--- src/rtl/uno_horner_eval_pkg.sv ---
// uno_horner_eval_pkg
//   Shared definitions for the PE unary-op polynomial evaluator:
//   - Q-format constants (sign + INT_BW integer + FRA_BW fraction bits)
//   - unary op encoding and evaluator FSM state encoding
//   - sat_add: adds a coefficient to a wide shifted product and clamps
//     the result to the MUL_BW signed range.
package uno_horner_eval_pkg;

  localparam int INT_BW  = 5;
  localparam int FRA_BW  = 10;
  localparam int MUL_BW  = 1 + INT_BW + FRA_BW;
  localparam int PROD_BW = 2 * MUL_BW;

  typedef enum logic [1:0] {
    GEMM = 2'b00,
    DIV  = 2'b01,
    EXP  = 2'b10,
    LOG  = 2'b11
  } uno_op_e;

  typedef enum logic [1:0] {
    IDLE = 2'b00,
    EVAL = 2'b01,
    DONE = 2'b10
  } state_e;

  // The shifted product can be far outside the MUL_BW range (e.g. max*max),
  // so the add is done one bit wider than the product and clamped from there;
  // narrowing before the add would let large products wrap instead of clamp.
  function automatic logic signed [MUL_BW-1:0] sat_add(
    input logic signed [PROD_BW-1:0] a,
    input logic signed [MUL_BW-1:0]  c
  );
    logic signed [PROD_BW:0] sum;
    logic [PROD_BW-MUL_BW+1:0] top;
    sum = $signed({a[PROD_BW-1], a}) +
          $signed({{(PROD_BW+1-MUL_BW){c[MUL_BW-1]}}, c});
    // In range iff every bit from the result sign bit upward agrees.
    top = sum[PROD_BW:MUL_BW-1];
    if (top == '0 || top == '1)
      sat_add = sum[MUL_BW-1:0];
    else if (sum[PROD_BW])
      sat_add = {1'b1, {(MUL_BW-1){1'b0}}};
    else
      sat_add = {1'b0, {(MUL_BW-1){1'b1}}};
  endfunction

endpackage

--- src/rtl/uno_coef_rf.sv ---
// uno_coef_rf
//   Per-op coefficient table: 3 rows (div/exp/log) x TERMS entries of MUL_BW.
//   One synchronous write port, one asynchronous read port. Op code 00 (gemm)
//   has no row: writes to it are ignored and reads from it return 0.
// Ports
//   clk, rst_n          clock, async active-low reset (clears the table)
//   we_i                write strobe (caller qualifies it with FSM state)
//   wop_i/widx_i/wdata_i write row (op code), entry index, data
//   rop_i/ridx_i        read row (op code), entry index
//   rdata_o             read data
module uno_coef_rf
  import uno_horner_eval_pkg::*;
#(
  parameter int TERMS = 4,
  parameter int IW    = (TERMS > 1) ? $clog2(TERMS) : 1
) (
  input  logic                     clk,
  input  logic                     rst_n,
  input  logic                     we_i,
  input  logic [1:0]               wop_i,
  input  logic [IW-1:0]            widx_i,
  input  logic signed [MUL_BW-1:0] wdata_i,
  input  logic [1:0]               rop_i,
  input  logic [IW-1:0]            ridx_i,
  output logic signed [MUL_BW-1:0] rdata_o
);

  logic [2:0][TERMS-1:0][MUL_BW-1:0] mem_q;

  always_ff @(posedge clk or negedge rst_n) begin
    if (!rst_n) begin
      mem_q <= '0;
    end else if (we_i) begin
      for (int r = 0; r < 3; r++) begin
        for (int t = 0; t < TERMS; t++) begin
          if (wop_i == 2'(r + 1) && widx_i == IW'(t))
            mem_q[r][t] <= wdata_i;
        end
      end
    end
  end

  // Guard the index so a non-power-of-two TERMS never reads past the table.
  always_comb begin
    rdata_o = '0;
    if (rop_i != 2'b00 && {1'b0, ridx_i} < (IW+1)'(TERMS))
      rdata_o = mem_q[rop_i - 2'd1][ridx_i];
  end

endmodule

--- src/rtl/uno_horner_eval.sv ---
// uno_horner_eval
//   Iterative fixed-point polynomial evaluator for PE unary ops. Accepts a
//   variable v (Q INT_BW.FRA_BW) and evaluates sum c[op][k]*v^k by Horner's
//   rule on a single shared multiplier, one term per cycle. The normalisation
//   shift and op code ride along as sideband for the post-scale stage.
// Ports
//   clk, rst_n                 clock, async active-low reset
//   gemm_uno                   op select (00 gemm never starts an evaluation)
//   in_valid/in_ready          input handshake for var_i/shift_i/gemm_uno
//   var_i, shift_i             polynomial variable, shift sideband
//   coef_we/op/idx/data        coefficient table write (honoured only in IDLE)
//   out_valid/out_ready        output handshake
//   res_o, shift_o, op_o       result and sideband captured at accept
module uno_horner_eval
  import uno_horner_eval_pkg::*;
#(
  parameter int TERMS = 4,
  parameter int IW    = (TERMS > 1) ? $clog2(TERMS) : 1
) (
  input  logic                     clk,
  input  logic                     rst_n,
  input  logic [1:0]               gemm_uno,
  input  logic                     in_valid,
  output logic                     in_ready,
  input  logic signed [MUL_BW-1:0] var_i,
  input  logic [4:0]               shift_i,
  input  logic                     coef_we,
  input  logic [1:0]               coef_op,
  input  logic [IW-1:0]            coef_idx,
  input  logic signed [MUL_BW-1:0] coef_data,
  output logic                     out_valid,
  input  logic                     out_ready,
  output logic signed [MUL_BW-1:0] res_o,
  output logic [4:0]               shift_o,
  output logic [1:0]               op_o
);

  state_e                     state_q, state_d;
  logic [IW-1:0]              k_q, k_d;
  logic signed [MUL_BW-1:0]   acc_q, acc_d;
  logic signed [MUL_BW-1:0]   v_q, v_d;
  logic [1:0]                 op_q, op_d;
  logic [4:0]                 shift_q, shift_d;

  logic                       accept;
  logic                       rf_we;
  logic [1:0]                 rf_rop;
  logic [IW-1:0]              rf_ridx;
  logic signed [MUL_BW-1:0]   coef_rd;
  logic signed [PROD_BW-1:0]  prod;
  logic signed [PROD_BW-1:0]  prod_sh;

  assign in_ready = (state_q == IDLE) && (gemm_uno != GEMM);
  assign accept   = in_valid && in_ready;

  // Table only changes while idle, so an evaluation always sees one table.
  assign rf_we = coef_we && (state_q == IDLE) && (coef_op != GEMM);

  // The single read port serves the accept (top coefficient of the incoming
  // op) while idle, and the running term index while evaluating. A write in
  // the accept cycle therefore lands after the top coefficient was read.
  assign rf_rop  = (state_q == IDLE) ? gemm_uno : op_q;
  assign rf_ridx = (state_q == IDLE) ? IW'(TERMS - 1) : k_q;

  uno_coef_rf #(.TERMS(TERMS), .IW(IW)) u_coef_rf (
    .clk     (clk),
    .rst_n   (rst_n),
    .we_i    (rf_we),
    .wop_i   (coef_op),
    .widx_i  (coef_idx),
    .wdata_i (coef_data),
    .rop_i   (rf_rop),
    .ridx_i  (rf_ridx),
    .rdata_o (coef_rd)
  );

  // Full-width signed product; >>> floors (truncates toward -inf).
  assign prod    = $signed(PROD_BW'(acc_q)) * $signed(PROD_BW'(v_q));
  assign prod_sh = prod >>> FRA_BW;

  always_comb begin
    state_d = state_q;
    k_d     = k_q;
    acc_d   = acc_q;
    v_d     = v_q;
    op_d    = op_q;
    shift_d = shift_q;
    unique case (state_q)
      IDLE: begin
        if (accept) begin
          state_d = EVAL;
          acc_d   = coef_rd;
          k_d     = IW'(TERMS - 2);
          v_d     = var_i;
          op_d    = gemm_uno;
          shift_d = shift_i;
        end
      end
      EVAL: begin
        acc_d = sat_add(prod_sh, coef_rd);
        if (k_q == '0) state_d = DONE;
        else           k_d     = k_q - IW'(1);
      end
      DONE: begin
        if (out_ready) state_d = IDLE;
      end
      default: state_d = IDLE;
    endcase
  end

  always_ff @(posedge clk or negedge rst_n) begin
    if (!rst_n) begin
      state_q <= IDLE;
      k_q     <= '0;
      acc_q   <= '0;
      v_q     <= '0;
      op_q    <= '0;
      shift_q <= '0;
    end else begin
      state_q <= state_d;
      k_q     <= k_d;
      acc_q   <= acc_d;
      v_q     <= v_d;
      op_q    <= op_d;
      shift_q <= shift_d;
    end
  end

  // Outputs are straight from registers; they only move on accept/EVAL, so
  // they hold steady through a stalled DONE.
  assign out_valid = (state_q == DONE);
  assign res_o     = acc_q;
  assign shift_o   = shift_q;
  assign op_o      = op_q;

endmodule

--- config.mk ---
export PLATFORM = sky130hd
export DESIGN_NAME = uno_horner_eval
export DESIGN_NICKNAME = d
export VERILOG_FILES = /design/src/rtl/uno_horner_eval_pkg.sv /design/src/rtl/uno_coef_rf.sv /design/src/rtl/uno_horner_eval.sv
export SDC_FILE = /design/constraint.sdc
export NUM_CORES = 1
export LEC_CHECK = 0
export CAP_MARGIN = 30
export CORE_ASPECT_RATIO = 2
export CORE_MARGIN = 10
export CORE_UTILIZATION = 40
export CTS_BUF_LIST = sky130_fd_sc_hd__clkbuf_8
export CTS_CLUSTER_DIAMETER = 40
export DETAILED_ROUTE_END_ITERATION = 8
export GPL_ROUTABILITY_DRIVEN = 0
export MAX_ROUTING_LAYER = met4
export PLACE_DENSITY = 0.65
export SLEW_MARGIN = 15
export SYNTH_ARGS = -nofsm -noshare
export SYNTH_HDL_FRONTEND = slang
export SYNTH_SLANG_ARGS = --single-unit
--- constraint.sdc ---
create_clock -name clk -period 8.1 [get_ports clk]
set_clock_uncertainty 0.15 [all_clocks]
set_input_delay 0.81 -clock clk [delete_from_list [all_inputs] [get_ports clk]]
set_output_delay 0.81 -clock clk [all_outputs]
set_load 0.02 [all_outputs]
# ---- After elaboration in Yosys (flattened, before gate mapping)
# Cells that the tools add are included.
dict set report classes {
  order_cmp 2
  add_sub_neg 3
  n_eq_ne 13
  n_reduce_logical 41
  mux 18
  multipliers 1
}
# operator count
set ops {}
lappend ops {{binary-select mux 64 bit (select 2 bit)} 1}
lappend ops {{2-to-1 mux 16 bit} 5}
lappend ops {{2-to-1 mux 64 bit} 1}
lappend ops {{binary-select mux 16 bit (select 2 bit)} 1}
lappend ops {{multiplier 16 x 16 -> 32 bit} 1}
lappend ops {{case mux 16 bit (2 select lines)} 1}
lappend ops {{AND reduction 2 bit} 14}
lappend ops {{adder 22 x 16 -> 23 bit} 1}
lappend ops {{equality test 18 bit, second input constant} 1}
lappend ops {{zero test 18 bit} 1}
lappend ops {{logical AND 1 bit} 16}
lappend ops {{2-to-1 mux 2 bit} 7}
lappend ops {{equality test 2 bit, second input constant} 5}
lappend ops {{nonzero test 2 bit} 4}
lappend ops {{equality test 2 x 1 -> 1 bit, second input constant} 3}
lappend ops {{zero test 2 bit} 3}
lappend ops {{< comparator 2 x 3 -> 1 bit, second input constant} 2}
lappend ops {{inequality test 2 bit, second input constant} 3}
lappend ops {{case mux 2 bit (3 select lines)} 1}
lappend ops {{AND reduction 3 bit} 2}
lappend ops {{case mux 2 bit (2 select lines)} 1}
lappend ops {{subtractor 2 x 1 -> 2 bit, second input constant} 2}
lappend ops {{inequality test 2 x 1 -> 1 bit, second input constant} 1}
lappend ops {{logical OR 1 bit} 1}
dict set report totals {
  input_bits 48
  regBits 235
  elab_cells 96
  output_inout_bits 25
}

# ---- Depth between registers and ports, before layout
# Gate-level depths: netlist of run 1.
dict set report depth {
  depth_word 13
  mapped_depth 36
  depth_no_buf 32
}

# ---- Modules after synthesis
# From an unflattened synthesis of run 1, not the netlist that was laid out.
dict set report unflattened {
  hier_cells 1992
  hier_area_um2 21479.4
}
# mod cells_per_inst seq_area_each_um2 instances area_per_inst_um2
set modules_own_cells {}
lappend modules_own_cells {uno_horner_eval 1416 1076.0 1 12634.6}
lappend modules_own_cells {uno_coef_rf 576 4804.6 1 8844.7}

# ---- Worst setup path after synthesis of run 1
# No wires, ideal clock.
dict set report synth_path {
  path_kind {register -> register}
  start {register acc_q[7], in the netlist res_o[7]}
  end {register acc_q[10], in the netlist res_o[10]}
  setup_ps 121
  n_path_buf 3
  path_stages_with_launch 35
  required_ps 7829
  slack_ps -197
  period_less_slack_ps 8297
  arrival_ps 8026
  cell_sequence {dfrtp_1 -> clkbuf_1 -> nand2_1 -> fa_1 -> inv_1 -> fa_1 -> inv_1 -> fa_1 -> inv_1 -> fa_1 -> fa_1 -> inv_1 -> fa_1 -> inv_1 -> ha_1 -> a21oi_1 -> o21ai_0 -> nor3_1 -> a21oi_1 -> a211o_1 -> a21o_1 -> a21oi_1 -> xnor2_1 -> ha_1 -> buf_2 -> a21oi_1 -> o21bai_1 -> a21oi_1 -> o21ai_2 -> a21oi_2 -> xor2_1 -> or4b_4 -> o41ai_4 -> buf_6 -> a2bb2oi_1}
}
dict set report synth_between {
  elab_chain_len 6
  elab_cells_between_ends 8
  classes_between {add/sub: 1; mul: 1; eq/ne: 1; mux: 3; reduce/logical: 2}
}
# item line
set synth_lines {}
lappend synth_lines {{start: declaration} uno_horner_eval.sv:40} ;# logic signed [MUL_BW-1:0] acc_q, acc_d;
lappend synth_lines {{start signal: assignment} uno_horner_eval.sv:115} ;# acc_q <= '0;
lappend synth_lines {{start signal: assignment} uno_horner_eval.sv:122} ;# acc_q <= acc_d;
lappend synth_lines {{multiplier 16 x 16 -> 32 bit *} uno_horner_eval.sv:78} ;# assign prod = $signed(PROD_BW'(acc_q)) * $signed(PROD_BW'(v_q));
lappend synth_lines {{adder 22 x 16 -> 23 bit *} uno_horner_eval_pkg.sv:36} ;# sum = $signed({a[PROD_BW-1], a}) +
lappend synth_lines {{equality test 18 bit / zero test 18 bit (equally long branches)} uno_horner_eval_pkg.sv:40} ;# if (top == '0 || top == '1)
lappend synth_lines {{logical OR 1 bit} uno_horner_eval_pkg.sv:40}
lappend synth_lines {{2-to-1 mux 16 bit *} uno_horner_eval_pkg.sv:40}
lappend synth_lines {{case mux 16 bit (2 select lines) *} uno_horner_eval.sv:88} ;# unique case (state_q)
# Every way passes the cells marked *; elsewhere a longest branch is shown, timed or not.
# A chain may end at the register's enable or synchronous reset.

# ---- Worst setup path in the final report of run 1
dict set report layout_path {
  start {register acc_q[5], in the netlist res_o[5]}
  end {register acc_q[3], in the netlist res_o[3]}
}
# Same word-level chain as after synthesis.

==> metrics, run 1 <==
status finished, violations left; violated checks setup timing; dpl ws -473 ps; Fin Setup TNS -894 ps; WP data required 8400 ps; Row Count 119; CP Class reg -> reg; slew margin rel. 36.2%; Ports 73; via count 15400; Post-DP Area 24200 sq um; DR vias/cell 5.29; class of the worst hold path in -> async; layout overhead on the synthesized area 20.9%; slowest CP cell fa_1; GRT Util Overall 19.3%; synth warn 0; clock latency on the worst-skew pair 580 ps; Core Region 52700 sq um; Die W 183 um; Async SR Flop Fraction 100%; Clock Tree Buf Depth 3; met1 WL 19600 um; Initial Utilization 40.5%; H-tree level count 2; initial antenna violation count 2; CTS root buf clkbuf_8; CTS Sinks 235; die height 347 um; Worst Path Arrival 8470 ps; largest net degree at the start of global routing 103; port buffer count 72; Tcrit/Tclk final 101%; final hold violations 0; Slew Limit Fails 0; synthesized instance count 1983; Post-synth EDFFs 0; number of global-route vias before repair 17800; Wirelength per Cell 19.9 um; TritonRoute pass-1 iters 5; CP max stage delay 570 ps; 1st-iter DRT viols 712; synthesized area 21300 sq um; r2r startpoint res_o[5]$_DFFE_PN0P_; clock-pin slew on the worst setup and hold paths 60 ps; mean area per synthesized cell 10.8 sq um; die area 63600 sq um; FF+latch area 5900 sq um; crit path launch type register; RSZ-0062 raised after global routing yes; Worst Setup End Kind register; Primary FF master, synth dfrtp_1; Yosys reg bits 235; commonest non-fill, non-tap cell in the layout inv_1; WL met3 1760 um; post-synth net total 2396; met2 WL post-DR 33800 um; final net count 2638; first-pass GRT wire length 94300 um; most frequent CP cell fa_1; DP HPWL 46100 um; Setup WS post-layout -66.7 ps; DRC 0; commonest cells after routing, fill and taps aside 295 x inv_1, 254 x fa_1, 223 x nand2_1; final setup fails 15; crit path from res_o[5]$_DFFE_PN0P_; DR top layer met4; CTS tree built; Final Critical Period 8170 ps; max cap viols 0; DRT Wirelength 58100 um; layout cells sized above 1 29.1%; Num CTS Buffers 40; Peak Freq 122 MHz; Antenna Nets Post-Route 0; multi-input logic area 14500 sq um; FILL cells 4746; fin util 49.0%; Synth cell types 63; crit-path max FO 8; Seq/Total Area, Yosys 27.6%; Design Area, Final 25800 sq um; GRT overflow 0; worst slew pin tran 953 ps
==> layout make-up <==
class / instances / share of cell area, %
multi-input cells: 1356 / 56.1
flip-flops and latches: 235 / 22.9
repair buffers: 301 / 10.5
inverters: 291 / 4.23
well taps: 665 / 3.22
clock buffers: 47 / 2.51
clock inverters: 20 / 0.601
diodes: 2 / 0.0194
==> metrics by stage <==
stage,hold WS [ps],instances
3_5_place_dp,322,2820
4_1_cts,117,2909
5_1_grt,146,2917
2_1_floorplan,324,1983
6_report,81.2,2917
3_3_place_gp,307,2812
==> flip-flops by register name, summed over array words and instances (netlist names) <==
name / cells
state_q: 2
res_o: 16
shift_o: 5
op_o: 2
k_q: 2
u_coef_rf.mem_q: 192
v_q: 16
==> cells by family (layout without fill, tap and decap cells) <==
| group | count (synthesis) | count (layout) | share of synthesized area, % |
|---|---|---|---|
| flops | 235 | 235 | 27.6 |
| compound gates | 172 | 172 | 5.69 |
| other cells | 0 | 2 | 0 |
| mux | 269 | 269 | 15.8 |
| buf+inv | 392 | 659 | 7.12 |
| simple gates | 503 | 503 | 11.3 |
| fa+ha+maj | 365 | 365 | 30.6 |
| xor+xnor | 47 | 47 | 1.93 |
==> worst max-delay path, delay by kind of cell, from the launching register on <==
family | cells | cell delay (ps)
AO/OA/AOI/OAI | 11 | 1720
adder cells (fa/ha/maj) | 8 | 3550
buffers and inverters | 8 | 1020
flip-flops | 1 | 510
AND/OR/NAND/NOR | 4 | 1070
==> layer usage <==
layer / up-vias / GRT usage, %
met4: 0 / 9.14
met5: - / -
li1: 6899 / -
met2: 357 / 36.9
met3: 165 / 2.16
met1: 8005 / 18.6
==> synth_stat cells (2+ instances only) <==
master	count	share of area [%]
nor2_1	67	1.2
xor2_1	15	0.62
nand2b_1	12	0.35
a2bb2oi_1	14	0.57
a31oi_1	5	0.15
a21o_1	9	0.32
o22ai_1	14	0.41
a211oi_1	6	0.21
a22o_1	5	0.21
dfrtp_1	235	28
nand4_1	9	0.26
and2_1	120	3.5
mux2i_1	30	1.4
o21ai_0	21	0.49
ha_1	103	6.0
nor3b_1	3	0.11
nand2_1	225	4.0
o21bai_1	4	0.14
mux2_2	205	11
fa_1	262	25
xnor2_1	32	1.3
buf_6	2	0.11
inv_1	291	5.1
o2111ai_1	2	0.082
buf_1	8	0.14
and3b_1	2	0.082
nor2b_1	21	0.62
clkbuf_1	79	1.4
o21a_1	7	0.25
a211o_1	3	0.12
buf_2	8	0.19
nand3_1	21	0.49
o211ai_1	9	0.32
or2_2	2	0.059
nor3_1	13	0.30
a21oi_1	49	1.1
mux4_2	34	3.6
a22o_2	10	0.47
buf_4	2	0.070
==> worst paths after layout <==
path	to	slack (ps)	cells past startpoint
worst max register to register	res_o[3]$_DFFE_PN0P_	-70	31
min in group clk	shift_o[3]$_DFFE_PN0P_	330	2
worst max-delay path	res_o[3]$_DFFE_PN0P_	-70	31
worst min-delay path	u_coef_rf.mem_q[129]$_DFFE_PN0P_	80	1
max in group asynchronous	v_q[15]$_DFFE_PN0P_	6320	3
worst min register to register	shift_o[3]$_DFFE_PN0P_	330	2
==> repair_timing <==
action,in CTS,in global routing
endpoints found under the setup margin,15,15
hold buffers,0,0
cloned,1,0
buffers inserted,21,6
gates resized for setup,71,41
pin swaps,31,22
hold endpoints to repair,0,0
Power of run 1 is left out: the tool's default activity adds up to more than one toggle a clock period on the data nets, which glitch-free logic cannot reach.
==> run 2: changes to the inputs <==
--- a/config.mk
+++ b/config.mk
@@ -5,7 +5,7 @@
 export SDC_FILE = /design/constraint.sdc
 export NUM_CORES = 1
 export LEC_CHECK = 0
-export CAP_MARGIN = 30
+export CAP_MARGIN = 20
 export CORE_ASPECT_RATIO = 2
 export CORE_MARGIN = 10
 export CORE_UTILIZATION = 40
==> run 2 against run 1 <==
Compared with the run above: the run still ends with setup timing left; worst setup slack better by 2.3 ps; non-clock buffer count fell by 8; sequential share of layout area is 0.11 points higher; critical path depth up 2; sequential cell count is the same; critical path type unchanged.
==> metrics, run 2 (synthesized netlist as in run 1, its figures left out) <==
Wirelength per Cell 20.0 um; cts hold-fix bufs 0; stages on the worst setup path 33; DP HPWL 45600 um; RR Endpoint res_o[3]$_DFFE_PN0P_; CP max stage delay 570 ps; status finished, violations left; RSZ-0062 raised after global routing yes; Final Critical Period 8160 ps; Ports 73; crit path to res_o[3]$_DFFE_PN0P_; violated checks setup timing; via count 15500; port buffer count 72; slowest CP cell or4b_4; Die W 183 um; first-pass GRT wire length 94200 um; Peak Freq 122 MHz; TritonRoute pass-1 iters 5; GRT overflow 0; commonest cells after routing, fill and taps aside 295 x inv_1, 256 x fa_1, 224 x nand2_1; Tcrit/Tclk final 101%; Clock Tree Buf Depth 3; Antenna Nets Post-Route 0; WP data required 8390 ps; crit path from v_q[4]$_DFFE_PN0P_; final hold violations 0; Setup WS post-layout -64.4 ps; class of the worst hold path in -> async; layout overhead on the synthesized area 20.4%; Worst Setup End Kind register; cell depth of the worst flop-to-flop path 33; Worst Path Arrival 8460 ps; FILL cells 4791; crit-path max FO 8; Initial Utilization 40.5%; CTS root buf clkbuf_8; max cap viols 0; layout cells sized above 1 28.9%; commonest non-fill, non-tap cell in the layout inv_1; clock latency on the worst-skew pair 590 ps; H-tree level count 2; GRT Util Overall 19.3%; DRT Wirelength 58400 um; Num CTS Buffers 41; Row Count 119; DRC 0; DR vias/cell 5.32; slew margin rel. 24.5%; Reg with most FFs u_coef_rf.mem_q; die height 347 um; 1st-iter DRT viols 674; worst slew pin tran 1130 ps; final setup fails 15; R2R Setup Slk -60 ps; final net count 2631; max FFs per register 192; number of global-route vias before repair 17500; clock-pin slew on the worst setup and hold paths 60 ps; largest net degree at the start of global routing 103; Core Region 52700 sq um; CP Class reg -> reg; CTS Sinks 235; crit path launch type register; most frequent CP cell fa_1; initial antenna violation count 1; CTS tree built; dpl ws -485 ps; r2r startpoint v_q[4]$_DFFE_PN0P_; die area 63600 sq um; CP Buf/Inv Count 10; Slew Limit Fails 0; family with the most delay on the worst path adder cells; fin util 48.7%
[run 2: cell types whose count changed in the layout (fill, tap and decap cells not counted), moves of 3 or more]
| cell | delta |
|---|---|
| buf_8 | -6 |
| clkinv_2 | +4 |
| clkbuf_8 | +5 |
| clkinv_4 | +3 |
| ha_2 | +3 |
| inv_6 | -3 |
| nor2_2 | -3 |
[run 2: worst min-delay path by stage]
stage	from	end	slack, ps	depth (start not counted)
final	rst_n	u_coef_rf.mem_q[129]$_DFFE_PN0P_	90	1
after global routing	rst_n	u_coef_rf.mem_q[129]$_DFFE_PN0P_	140	1
after CTS	rst_n	u_coef_rf.mem_q[129]$_DFFE_PN0P_	120	1
after detailed placement	shift_o[4]$_DFFE_PN0P_	shift_o[4]$_DFFE_PN0P_	320	2
after global placement	shift_o[4]$_DFFE_PN0P_	shift_o[4]$_DFFE_PN0P_	310	2
after floorplan	u_coef_rf.mem_q[128]$_DFFE_PN0P_	u_coef_rf.mem_q[128]$_DFFE_PN0P_	320	1
[run 2: layout make-up]
cell class              instances  area, sq um  share of cell area [%]
inverters                     291         1090                    4.25
clock inverters                21          160                   0.623
diodes                          1         2.50                 0.00974
repair buffers                293         2570                    9.99
well taps                     665          832                    3.24
flip-flops and latches        235         5900                    23.0
clock buffers                  52          716                    2.79
multi-input cells            1356        14400                    56.1
[run 2: stage by stage]
stage          hold WS (ps)  instance area, sq um  TNS, ps  std cells
2_1_floorplan           324                 21400        0       1983
4_1_cts                 120                 25600     -613       2911
3_3_place_gp            307                 24100    -4610       2812
3_5_place_dp            321                 24100    -6790       2812
5_1_grt                 141                 25700    -4650       2914
6_report               91.6                 25700     -825       2914
[run 2: per-layer routing]
layer | track usage, % | wire length (um) | vias to the layer above
met2 | 37.4 | 34100 | 362
met5 | - | 0 | -
met4 | 8.65 | 2840 | 0
met1 | 18.4 | 19500 | 8064
li1 | - | - | 6902
met3 | 2.08 | 1980 | 167
[run 2: repair_timing]
item                                    in CTS  in global routing
endpoints found under the setup margin      15                 16
setup buffers                               25                  2
cloned                                       1                  0
pin swaps                                   69                 21
resized for setup                           85                 21
[run 2: worst reg2reg max path: cells and delay by family, from the launching register on]
kind	cells	cell delay, ps
XOR/XNOR	1	210
AO/OA/AOI/OAI	9	1600
flip-flops	1	420
buffers and inverters	10	1090
AND/OR/NAND/NOR	5	1060
adder cells (fa/ha/maj)	8	3550
Power of run 2 is left out for the same reason.
==> run 3: changes to the inputs <==
--- a/config.mk
+++ b/config.mk
@@ -7,14 +7,15 @@
 export LEC_CHECK = 0
 export CAP_MARGIN = 20
 export CORE_ASPECT_RATIO = 2
-export CORE_MARGIN = 10
+export CORE_MARGIN = 2
 export CORE_UTILIZATION = 40
 export CTS_BUF_LIST = sky130_fd_sc_hd__clkbuf_8
 export CTS_CLUSTER_DIAMETER = 40
+export CTS_CLUSTER_SIZE = 16
 export DETAILED_ROUTE_END_ITERATION = 8
 export GPL_ROUTABILITY_DRIVEN = 0
 export MAX_ROUTING_LAYER = met4
-export PLACE_DENSITY = 0.65
+export PLACE_DENSITY = 0.63
 export SLEW_MARGIN = 15
 export SYNTH_ARGS = -nofsm -noshare
 export SYNTH_HDL_FRONTEND = slang
==> constraint.sdc (replaced) <==
create_clock -name clk -period 9.6 [get_ports clk]
set_clock_uncertainty 0.15 [all_clocks]
set_input_delay 0.96 -clock clk [delete_from_list [all_inputs] [get_ports clk]]
set_output_delay 0.96 -clock clk [all_outputs]
set_load 0.02 [all_outputs]
==> run 3 against run 2 <==
Compared with the run above: sequential cell count is the same; cell area is 9.0% lower; final cell count decreased by 7.2%; critical path type unchanged; non-clock buffer count down 187; maximum frequency down 11%; register-to-register slack better by 450 ps; the flow finishes with violations (DRC); worst setup slack improved by 450 ps; die area down 13%.
==> metrics, run 3 (synthesized netlist as in run 1, its figures left out) <==
via count 14600; CP Class reg -> reg; Final Critical Period 9220 ps; dpl ws 375 ps; fin cells 2705; CP max stage delay 880 ps; die height 331 um; number of global-route vias before repair 16200; status finished, violations left; Ports 73; DRC 7; clock latency on the worst-skew pair 620 ps; crit-path max FO 18; clock-pin slew on the worst setup and hold paths 90 ps; Row Count 119; max cap viols 0; final net count 2430; Placed Cells 2652; 1st-iter DRT viols 632; commonest cells after routing, fill and taps aside 294 x inv_1, 262 x fa_1, 233 x dfrtp_1; commonest non-fill, non-tap cell in the layout inv_1; Core Region 52700 sq um; port buffer count 72; Worst Setup End Kind register; Wirelength per Cell 20.4 um; initial antenna violation count 2; Clock Tree Buf Depth 3; max FFs per register 192; Initial Utilization 40.5%; post-CTS setup buffers 0; violated checks DRC; CTS tree built; GRT Util Overall 21.1%; die area 55300 sq um; CTS Sinks 235; slowest CP cell dfrtp_1; most frequent CP cell fa_1; DR vias/cell 5.39; worst slew pin tran 1120 ps; final hold violations 0; Slew Limit Fails 0; Antenna Nets Post-Route 0; layout cells sized above 1 17.4%; slew margin rel. 25.0%; Fin Setup TNS 0 ps; Num CTS Buffers 27; crit path launch type register; Reg with most FFs u_coef_rf.mem_q; TritonRoute pass-1 iters 7; layout overhead on the synthesized area 9.53%; final setup fails 0; Tcrit/Tclk final 96.0%; RSZ-0062 raised after global routing no; largest net degree at the start of global routing 93; GRT overflow 0; class of the worst hold path in -> async; DP HPWL 43300 um; DRT Wirelength 55300 um; cts hold-fix bufs 0; FILL cells 4987; CTS resizes 0; WP data required 9950 ps; CTS root buf clkbuf_8; Worst Path Arrival 9570 ps; worst hold slack 216 ps; Setup WS post-layout 383 ps; H-tree level count 1; first-pass GRT wire length 88200 um; Die W 167 um; Peak Freq 108 MHz
## run 3: cell types whose count changed in the layout (fill, tap and decap cells not counted), sizes merged
cell / before / now
inv: 300 / 304
bufinv: 1 / 0
clkbuf: 52 / 28
clkinvlp: 1 / 5
diode: 1 / 2
buf: 222 / 35
clkinv: 10 / 4
## run 3: critical path, delay by kind of cell (launching register included)
kind	cells	cell delay, ps
and+or+nand+nor	5	930
AOI/OAI and AO/OA	12	3180
buffers and inverters	4	240
adders and majority gates	8	3580
xor gates and xnor gates	1	120
DFF	1	880
## run 3: routing by layer
| layer | vias to the layer above | track usage (%) | routed length (um) |
|---|---|---|---|
| met2 | 346 | 40.8 | 31500 |
| met4 | 0 | 11.0 | 3100 |
| li1 | 6475 | - | - |
| met3 | 163 | 1.98 | 1680 |
| met5 | - | - | 0 |
| met1 | 7605 | 20.9 | 19000 |
## run 3: worst paths after layout
check	from	end	slack [ps]	cells past startpoint
worst max-delay path	res_o[9]$_DFFE_PN0P_	res_o[14]$_DFFE_PN0P_	380	30
worst min-delay path	rst_n	u_coef_rf.mem_q[19]$_DFFE_PN0P_	220	1
worst max register to register	res_o[9]$_DFFE_PN0P_	res_o[14]$_DFFE_PN0P_	380	30
worst min register to register	shift_o[0]$_DFFE_PN0P_	shift_o[0]$_DFFE_PN0P_	330	2
max in group asynchronous	rst_n	u_coef_rf.mem_q[59]$_DFFE_PN0P_	7030	3
min in group clk	shift_o[0]$_DFFE_PN0P_	shift_o[0]$_DFFE_PN0P_	330	2
## run 3: cell type report
cell class | count | area, sq um | share of cell area (%)
antenna | 2 | 5.00 | 0.0214
clock buffer | 28 | 385 | 1.65
clock inverter | 22 | 203 | 0.867
inverter | 291 | 1090 | 4.67
multi-input combinational | 1356 | 14000 | 59.8
sequential | 235 | 5880 | 25.2
tap | 665 | 832 | 3.56
timing repair buffer | 106 | 992 | 4.24
## run 3: metrics by stage
stage	utilization (%)	instance area (sq um)
after CTS	44.3	23300
after detailed placement	43.2	22800
after floorplan	-	21300
after global routing	44.3	23400
after global placement	43.2	22800
final	44.3	23400
Power of run 3 is left out for the same reason.
